**src/rtl/light_pkg.sv**
```systemverilog
// Shared defaults and the counter-width helper for the light driver slice.
package light_pkg;

    localparam int KEY_W     = 7;
    localparam int BTN_W     = 3;
    localparam int HOLD_CYC  = 16;
    localparam int BLINK_DIV = 8;

    // Width that holds 0..max_val, never less than one bit so zero-length
    // counters cannot appear when a parameter is 0 or 1.
    function automatic int cnt_w(input int max_val);
        return (max_val < 1) ? 1 : $clog2(max_val + 1);
    endfunction

endpackage

```
**src/rtl/light_stretch.sv**
```systemverilog
// One light channel: extends a level input by HOLD_CYC cycles after it falls.
module light_stretch #(
    parameter int HOLD_CYC = light_pkg::HOLD_CYC
) (
    input  logic clk,
    input  logic rst,
    input  logic level,
    output logic lamp
);
    import light_pkg::*;

    localparam int CW = cnt_w(HOLD_CYC);

    logic [CW-1:0] cnt;

    // NOTE: reset is synchronous here, so it sits inside the clocked process
    // and is sampled like any other input; state updates use <= only.
    always_ff @(posedge clk) begin
        if (rst) begin
            cnt <= '0;
        end else if (level) begin
            cnt <= CW'(HOLD_CYC);
        end else if (cnt != '0) begin
            cnt <= cnt - CW'(1);
        end
    end

    // Combinational so the top can register it together with the override.
    assign lamp = level | (cnt != '0);

endmodule

```
**src/rtl/light_driver.sv**
```systemverilog
// Key/button lamp stretching, replay blink and lamp-test override into one
// registered light vector.
module light_driver #(
    parameter int KEY_W     = light_pkg::KEY_W,
    parameter int BTN_W     = light_pkg::BTN_W,
    parameter int HOLD_CYC  = light_pkg::HOLD_CYC,
    parameter int BLINK_DIV = light_pkg::BLINK_DIV
) (
    input  logic                   clk,
    input  logic                   rst,
    input  logic [KEY_W-1:0]       key,
    input  logic [BTN_W-1:0]       button,
    input  logic                   replay,
    input  logic                   lamp_test,
    output logic [KEY_W+BTN_W:0]   light
);
    import light_pkg::*;

    localparam int CH = KEY_W + BTN_W;
    localparam int BW = cnt_w(BLINK_DIV - 1);

    logic [CH-1:0] chan_in;
    logic [CH-1:0] lamps;

    assign chan_in = {button, key};

    for (genvar i = 0; i < CH; i++) begin : g_chan
        light_stretch #(.HOLD_CYC(HOLD_CYC)) u_stretch (
            .clk   (clk),
            .rst   (rst),
            .level (chan_in[i]),
            .lamp  (lamps[i])
        );
    end

    logic [BW-1:0] blink_cnt, blink_cnt_n;
    logic          phase, phase_n;
    logic          active;

    // The first replay edge starts a fresh on-phase; later edges count and
    // toggle the phase on each wrap.
    // NOTE: defaults are assigned first so no path leaves a latch behind.
    always_comb begin
        blink_cnt_n = '0;
        phase_n     = 1'b0;
        if (replay) begin
            if (!active) begin
                phase_n = 1'b1;
            end else if (blink_cnt == BW'(BLINK_DIV - 1)) begin
                phase_n = ~phase;
            end else begin
                blink_cnt_n = blink_cnt + BW'(1);
                phase_n     = phase;
            end
        end
    end

    always_ff @(posedge clk) begin
        if (rst) begin
            blink_cnt <= '0;
            phase     <= 1'b0;
            active    <= 1'b0;
            light     <= '0;
        end else begin
            blink_cnt <= blink_cnt_n;
            phase     <= phase_n;
            active    <= replay;
            if (lamp_test) begin
                light <= '1;
            end else begin
                light <= {phase_n, lamps};
            end
        end
    end

endmodule

```
**config.mk**
```make
export PLATFORM = sky130hd
export DESIGN_NAME = light_driver
export DESIGN_NICKNAME = d
export VERILOG_FILES = /design/src/rtl/light_pkg.sv /design/src/rtl/light_stretch.sv /design/src/rtl/light_driver.sv
export SDC_FILE = /design/constraint.sdc
export NUM_CORES = 1
export LEC_CHECK = 0
export CORE_UTILIZATION = 51
export CTS_BUF_LIST = sky130_fd_sc_hd__clkbuf_16
export DETAILED_ROUTE_END_ITERATION = 8
export PLACE_DENSITY = 0.75
export SLEW_MARGIN = 10
export SYNTH_ARGS = -nofsm -noshare
export SYNTH_HDL_FRONTEND = slang
export SYNTH_HIERARCHICAL = 1
export SYNTH_SLANG_ARGS = --single-unit
```
**constraint.sdc**
```tcl
create_clock -name clk -period 1.4 [get_ports clk]
set_input_delay 0.28 -clock clk [delete_from_list [all_inputs] [get_ports clk]]
set_output_delay 0.28 -clock clk [all_outputs]
set_load 0.02 [all_outputs]
```
Yosys cells after proc, flatten, opt, wreduce, memory -nomap -nowiden
Cells that the tools add are included.

storage, ports and cells
  bits in registers = 66
  input bits = 14
  output and inout bits = 11
  logic and storage cells = 104

cells by class
  add/sub/neg operators = 11
  equality and inequality tests = 1
  multiplexer cells = 24
  bitwise gates (word level) = 13
  reductions and logical operators = 31

operator list
  operator                                           number
  2-to-1 mux 5 bit                                   20
  nonzero test 5 bit                                 10
  subtractor 5 x 1 -> 5 bit (second input constant)  10
  nonzero test 2 bit                                 10
  OR reduction 2 bit                                 10
  2-to-1 mux 11 bit                                  1
  bitwise OR 1 bit                                   10
  OR reduction 4 bit                                 1
  adder 3 x 1 -> 3 bit (second input constant)       1
  equality test 3 bit (second input constant)        1
  2-to-1 mux 1 bit                                   3
  inverter 1 bit                                     3

Depth between registers and ports, before layout
Gate-level depths: netlist of run 1.

  depth after elaboration = 5
  depth in mapped cells = 6
  depth with buffers taken out = 6

Cells and area by module
The synthesis of run 1 kept the hierarchy.

by module, submodules not included
  module         times used  cells an instance  area each (um^2)  seq. area each (um^2)
  light_stretch  10          24                 227.7             100.1
  light_driver   1           50                 500.5             320.3

Least setup slack after synthesis of run 1
Ideal clock, no wire load.

  kind = flip-flop to flip-flop
  start = register g_chan[2].u_stretch.cnt[0]
  end = register light[2]
  setup time = 117 ps
  arrival time = 1,440 ps
  required time = 1,283 ps
  setup slack = -158 ps
  cell stages (with the launch flop) = 7
  path buffers = 0
  period minus slack after synthesis = 1,558 ps
  path through = dfxtp_1 > inv_1 > ha_1 > or4b_4 > or2_2 > nor2_1 > nor2_1

on the way
  word-level cells in the longest chain between the ends = 3

ends and longest elaborated chain
  element                   line                 text
  start: declaration        light_stretch.sv:14  logic [CW-1:0] cnt;
  start signal: assignment  light_stretch.sv:22  cnt <= CW'(HOLD_CYC);
  start signal: assignment  light_stretch.sv:24  cnt <= cnt - CW'(1);
  nonzero test 5 bit        light_stretch.sv:29  assign lamp = level | (cnt != '0);
  bitwise OR 1 bit          light_stretch.sv:29
  net lamps[2]              light_driver.sv:23   logic [CH-1:0] lamps;
  2-to-1 mux 11 bit         light_driver.sv:68   if (lamp_test) begin
  end signal: assignment    light_driver.sv:71   light <= {phase_n, lamps};
  end: declaration          light_driver.sv:15   output logic [KEY_W+BTN_W:0] light

The timed path passes the listed nets, and every way through them passes these cells.
A chain may end at the register's enable or synchronous reset.

Worst setup path after layout of run 1
  start = register g_chan[9].u_stretch.cnt[0]
  end = register light[9]

on the way
  word-level cells in the longest chain between the ends = 3

ends and longest elaborated chain
  element                   line
  start: declaration        light_stretch.sv:14
  start signal: assignment  light_stretch.sv:22
  start signal: assignment  light_stretch.sv:24
  nonzero test 5 bit        light_stretch.sv:29
  bitwise OR 1 bit          light_stretch.sv:29
  net lamps[9]              light_driver.sv:23
  2-to-1 mux 11 bit         light_driver.sv:68

The timed path passes the listed nets, and every way through them passes these cells.

==> results_dict.tcl, run 1 <==
set metrics [dict create \
    status "finished, violations left" \
    violations "negative setup slack" \
    grt_pass1_vias 2283 \
    synth_seq_cells 66 \
    finalCritPeriodShare_pct 109.3 \
    initial_core_util_pct 53.70 \
    drt_iter0_markers 60 \
    seq_area_frac_synth_pct 47.57 \
    power_mw 6.913 \
    die_h_um 75.80 \
    fmax_mhz 653.6 \
    synthDistinctLibCells 18 \
    layout_commonest_cell "buf_4" \
    tightest_slew_ps 336.8 \
    cts_tree "yes" \
    grt_use_total_pct 23.60 \
    grt_max_degree 34 \
    critPathCaptureType "register" \
    vias_per_cell 5.037 \
    cts_sinks 66 \
    peakVddDrop_mv 1.162 \
    worstPathRequired_ps 1610 \
    ys.warnings.count 6 \
    vias 2342 \
    dieArea_um2 5746 \
    post-route-min-period_ps 1530 \
    nNetsFinal 417 \
    synth_cells 290 \
    route.detailed.wl_per_inst_um 14.01 \
    drtPass1Iterations 4 \
    core_area_um2 5172 \
    cts_buffers 9 \
    chipWidth_um 75.80 \
    ff_latch_area_um2 1346 \
    syn_area_per_cell_um2 9.578 \
    grt_overflow 0 \
    rsz0062_at_grt "true" \
    clock_skew_ps 5.245 \
    clock_latency_ps 320 \
    drv_slew 0 \
    rows 26 \
    cellPowerDensity_nw_per_um2 1572 \
    syn_nets 316 \
    crit_arrival_ps 1740 \
    ant_nets 0 \
    layout-drive-gt1-share_pct 54.43 \
    fillCellCount 288 \
    setup_viol 31 \
    hpwlAfterDp_um 4029 \
    totalWireLength_um 6514 \
    place.gp.congestion 0.7782 \
    max_cap_viol_count 0 \
    htreeDepth 3 \
    placed_area_um2 3754 \
    hold_viol 0 \
    worstSetupPathType "register to register" \
    route.detailed.drc 0 \
    multi_input_area_um2 1828 \
    dp_slack_ps -112.5 \
    area_growth_pct 58.29 \
    cts_root_buf "clkbuf_16" \
    layout_common_cells "buf_4 (56), nor2_1 (50), dfxtp_1 (46)" \
    grt_pass1_wl_um 9853 \
    cp_max_fo 5 \
    antenna_found_initial 0 \
    layout_setup_ws_ps -130.0 \
    antenna_cells 0 \
    clock_path_buffers 2 \
    cp-start-kind "register" \
    p_leak_nw 1.797 \
    maxSlewHeadroom_pct 77.48 \
    netlist_area_um2 2778 \
    stdcell_area_um2 4397 \
    io_pins 25 \
    port_buffers 24 \
    holdCritPathClass "input pin to register" \
    clk_pin_slew_ps 50 \
]
report_power, final:
group          internal [mW]  switching, mW  leakage [nW]
clock network           1.16          0.765         0.137
registers               2.12          0.138         0.553
logic                   1.56           1.17          1.11
total                   4.84           2.07          1.80
routing by layer:
layer | routed length [um] | part of all wire (%) | GRT usage, % | vias up
li1 | - | - | - | 1178
met1 | 2700 | 41 | 24.98 | 1129
met2 | 3577 | 55 | 43.66 | 27
met3 | 168 | 2.6 | 7.540 | 8
met4 | 68 | 1.0 | 8.436 | 0
met5 | 0 | 0 | 0 | -
critical path: stages (launching register included):
cell     delay [ps]
dfxtp_2         320
inv_2            60
ha_4            120
or4b_4          500
or2_4           280
nor2_4          100
nor2_2           30
metrics by stage:
stage / util (%) / hold slack [ps] / setup TNS, ps / instances
detailed placement: 72.57 / 418.0 / -2075 / 442
finish: 85.00 / 397.1 / -2251 / 465
floorplan: - / 341.4 / -1108 / 290
global route: 85.00 / 404.3 / -3952 / 465
global placement: 72.57 / 409.0 / -1331 / 442
CTS: 79.22 / 385.4 / -2160 / 460
synthesized netlist by cell type (all sizes together):
master / number / area (um2)
dfxtp: 66 / 1321
a21oi: 10 / 50.05
and2: 2 / 12.51
nor2b: 2 / 12.51
and4bb: 1 / 12.51
a21boi: 1 / 7.510
or2: 10 / 62.56
nand2: 10 / 37.54
or4b: 10 / 137.6
a311oi: 1 / 8.760
xnor2: 31 / 271.5
nor3: 20 / 100.1
ha: 12 / 150.1
a2111oi: 10 / 150.1
nor2: 71 / 266.5
or3b: 10 / 87.58
inv: 21 / 78.83
buf: 2 / 10.01
cells by family after synthesis:
family | after synthesis | synth area share, %
DFF | 66 | 47.57
buffers and inverters | 23 | 3.198
adders and majority gates | 12 | 5.405
and+or+nand+nor | 136 | 26.26
AOI/OAI and AO/OA | 22 | 7.793
xor gates and xnor gates | 31 | 9.775
area by class of cell:
class	count	share of cell area [%]
tap	70	1.992
inverter	21	1.793
timing repair buffer	92	18.27
sequential	66	30.62
multi-input combinational	201	41.58
clock buffer	9	5.122
clock inverter	6	0.6261
sequential cells by signal, indices dropped and copies added (netlist names):
name                  count
g_chan.u_stretch/cnt     50
light                    11
blink_cnt                 3
active                    1
phase                     1
final timing paths:
| check | start | to | slack, ps | cells past startpoint |
|---|---|---|---|---|
| setup / recovery | g_chan[9].u_stretch/cnt[0]$_SDFFE_PP0P_ | light[9]$_SDFF_PP0_ | -130 | 6 |
| hold / removal | rst | g_chan[2].u_stretch/cnt[1]$_SDFFE_PP0P_ | 400 | 3 |
| setup reg to reg | g_chan[9].u_stretch/cnt[0]$_SDFFE_PP0P_ | light[9]$_SDFF_PP0_ | -130 | 6 |
| hold reg to reg | blink_cnt[0]$_SDFF_PP0_ | blink_cnt[0]$_SDFF_PP0_ | 420 | 1 |
what timing repair did:
action,in CTS,in global routing
cloned,0,0
hold buffers,0,0
setup endpoints to repair,46,51
gates resized for setup,25,57
pin swaps,26,28
setup buffers,3,7
Power figures use the tool's default switching activity.
==> inputs of run 2 (changes only) <==
- ABC_CLOCK_PERIOD_IN_PS: not set -> 1750
- CORE_UTILIZATION: 51 -> 56
- CTS_CLUSTER_SIZE: not set -> 20
- PLACE_DENSITY: 0.75 -> 0.78
- clock period: 1.4 -> 1.75 ns (I/O delays scaled with it)
==> run 2 against run 1 <==
Net effect:
- the flow now finishes without violations
- sequential power down 19%
- utilization down 13 points
- clock power down 21%
- setup slack better by 220 ps
- sequential cell count unchanged
- clock-buffer cell count unchanged
- largest cell class unchanged
==> results_dict.tcl, run 2 (synthesis results as in run 1) <==
set metrics [dict create \
    critPathMaxStageDelay_ps 480 \
    layout_commonest_cell "nor2_1" \
    path_cells "inv_1, ha_2, or4b_4, buf_4, a2111oi_2" \
    rsz0062_at_grt "false" \
    setup_tns_ps 0 \
    drv_slew 0 \
    worstHoldPathCells 2 \
    peakVddDrop_mv 0.7121 \
    crit_slowest_cell "or4b_4" \
    finalCritPeriodShare_pct 95.01 \
    cts_buffers 9 \
    drtPass1Iterations 4 \
    drt_iter0_markers 55 \
    cp_max_fo 4 \
    holdBufCountCts 0 \
    cts_tree "yes" \
    post-route-min-period_ps 1663 \
    setup_viol 0 \
    clk_pin_slew_ps 50 \
    nNetsFinal 355 \
    crit_arrival_ps 1880 \
    grt_max_degree 36 \
    layout-drive-gt1-share_pct 18.26 \
    hpwlAfterDp_um 3272 \
    io_pins 25 \
    route.detailed.wl_per_inst_um 11.70 \
    p_leak_nw 1.349 \
    holdCritPathClass "input pin to register" \
    clock_latency_ps 320 \
    totalWireLength_um 4691 \
    timing.rr.end "g_chan[2].u_stretch/cnt[1]$_SDFFE_PP0P_" \
    cp-start-kind "register" \
    maxSlewHeadroom_pct 81.00 \
    status "finished clean" \
    clock_path_buffers 2 \
    critPathCaptureType "register" \
    place.gp.congestion 0.7801 \
    core_area_um2 4755 \
    vias_per_cell 5.040 \
    dieArea_um2 5246 \
    largest_reg_flops 50 \
    top_register "g_chan.u_stretch/cnt" \
    worstPathRequired_ps 1970 \
    tightest_slew_ps 282.8 \
    fmax_mhz 601.5 \
    rows 25 \
    reg2reg_depth 5 \
    final_core_util_pct 71.55 \
    worstSetupPathType "register to register" \
    power_mw 4.530 \
    min_from "rst" \
    hold_viol 0 \
    max_cap_viol_count 0 \
    r2r_start "g_chan[2].u_stretch/cnt[0]$_SDFFE_PP0P_" \
    ant_nets 0 \
    chipWidth_um 72.43 \
    clock_skew_ps 4.052 \
    die_h_um 72.43 \
    cts_sinks 66 \
    grt_use_total_pct 20.76 \
    grt_overflow 0 \
    route.detailed.drc 0 \
    holdPathEnd "g_chan[4].u_stretch/cnt[4]$_SDFFE_PP0P_" \
    cellPowerDensity_nw_per_um2 1332 \
    grt_pass1_wl_um 8211 \
    antenna_cells 0 \
    layout_common_cells "nor2_1 (71), dfxtp_1 (66), xnor2_1 (31)" \
    grt_pass1_vias 1980 \
    initial_core_util_pct 58.42 \
    cts_root_buf "clkbuf_16" \
    antenna_found_initial 0 \
    area_growth_pct 22.48 \
    reg_top3 "g_chan.u_stretch/cnt x50, light x11, blink_cnt x3" \
    vias 2021 \
    port_buffers 24 \
    htreeDepth 3 \
    rrSetupSlack_ps 90 \
]
==> run 2: changes by cell type in the layout (fill, tap and decap cells not counted), moves of 10 or more <==
cell | previous run | this run
dfxtp_2 | 20 | 0
inv_2 | 20 | 0
nor2_1 | 50 | 71
buf_4 | 56 | 5
dfxtp_1 | 46 | 66
or2_2 | 0 | 10
inv_1 | 3 | 24
dlygate4sd2_1 | 11 | 0
clkdlybuf4s50_1 | 12 | 23
nor2_2 | 15 | 0
ha_4 | 10 | 0
or2_4 | 10 | 0
==> run 2: worst max-delay path by stage <==
| stage | startpoint | endpoint | slack, ps | cells past startpoint |
|---|---|---|---|---|
| after floorplan | g_chan[2].u_stretch/cnt[0]$_SDFFE_PP0P_ | light[2]$_SDFF_PP0_ | 190 | 6 |
| after global placement | g_chan[2].u_stretch/cnt[0]$_SDFFE_PP0P_ | light[2]$_SDFF_PP0_ | 140 | 6 |
| after detailed placement | g_chan[4].u_stretch/cnt[0]$_SDFFE_PP0P_ | light[4]$_SDFF_PP0_ | 100 | 6 |
| after CTS | g_chan[4].u_stretch/cnt[0]$_SDFFE_PP0P_ | light[4]$_SDFF_PP0_ | 90 | 6 |
| after global routing | g_chan[5].u_stretch/cnt[0]$_SDFFE_PP0P_ | light[5]$_SDFF_PP0_ | 20 | 6 |
| final | g_chan[2].u_stretch/cnt[0]$_SDFFE_PP0P_ | g_chan[2].u_stretch/cnt[1]$_SDFFE_PP0P_ | 90 | 5 |
==> run 2: timing repair <==
action / 4_1_cts / 5_1_grt
setup endpoints to repair: 0 / 1
resized for setup: 0 / 1
buffers inserted: 0 / 2
==> run 2: layout make-up <==
type	instances	area (um2)
repair buffers	30	292.8
fillers	368	1353
well taps	67	83.83
clock buffers	9	225.2
flip-flops and latches	66	1321
inverters	21	78.83
multi-input cells	201	1370
clock inverters	7	30.03
==> run 2: metrics by stage <==
stage / setup WS, ps / hold WS, ps / instance area [um2] / std cells
2_1_floorplan: 192.4 / 398.4 / 2778 / 290
3_3_place_gp: 137.8 / 415.3 / 3129 / 383
3_5_place_dp: 100.9 / 419.5 / 3129 / 383
4_1_cts: 92.43 / 367.0 / 3385 / 399
5_1_grt: 18.96 / 380.1 / 3402 / 401
6_report: 87.36 / 371.3 / 3402 / 401
==> run 2: power by group <==
group          switching [mW]  internal [mW]  leakage, nW  total, mW
clock                   0.582          0.927        0.140       1.51
sequential              0.136           1.68        0.545       1.82
combinational           0.539          0.664        0.664       1.20
total                    1.26           3.27         1.35       4.53
==> run 2: layer usage <==
| metal | vias to the layer above | wire (um) | part of all wire [%] | GRT usage (%) |
|---|---|---|---|---|
| li1 | 1050 | - | - | - |
| met5 | - | 0 | 0 | 0 |
| met3 | 6 | 201 | 4.3 | 7.917 |
| met4 | 0 | 65 | 1.4 | 8.497 |
| met2 | 36 | 2263 | 48 | 34.58 |
| met1 | 929 | 2160 | 46 | 23.96 |
==> run 2: worst max-delay path, delay by kind of cell (launching register included) <==
family                     cells  cell delay, ps
AOI/OAI and AO/OA              1             330
buffers and inverters          2             230
DFF                            1             330
adders and majority gates      1             190
and+or+nand+nor                1             480
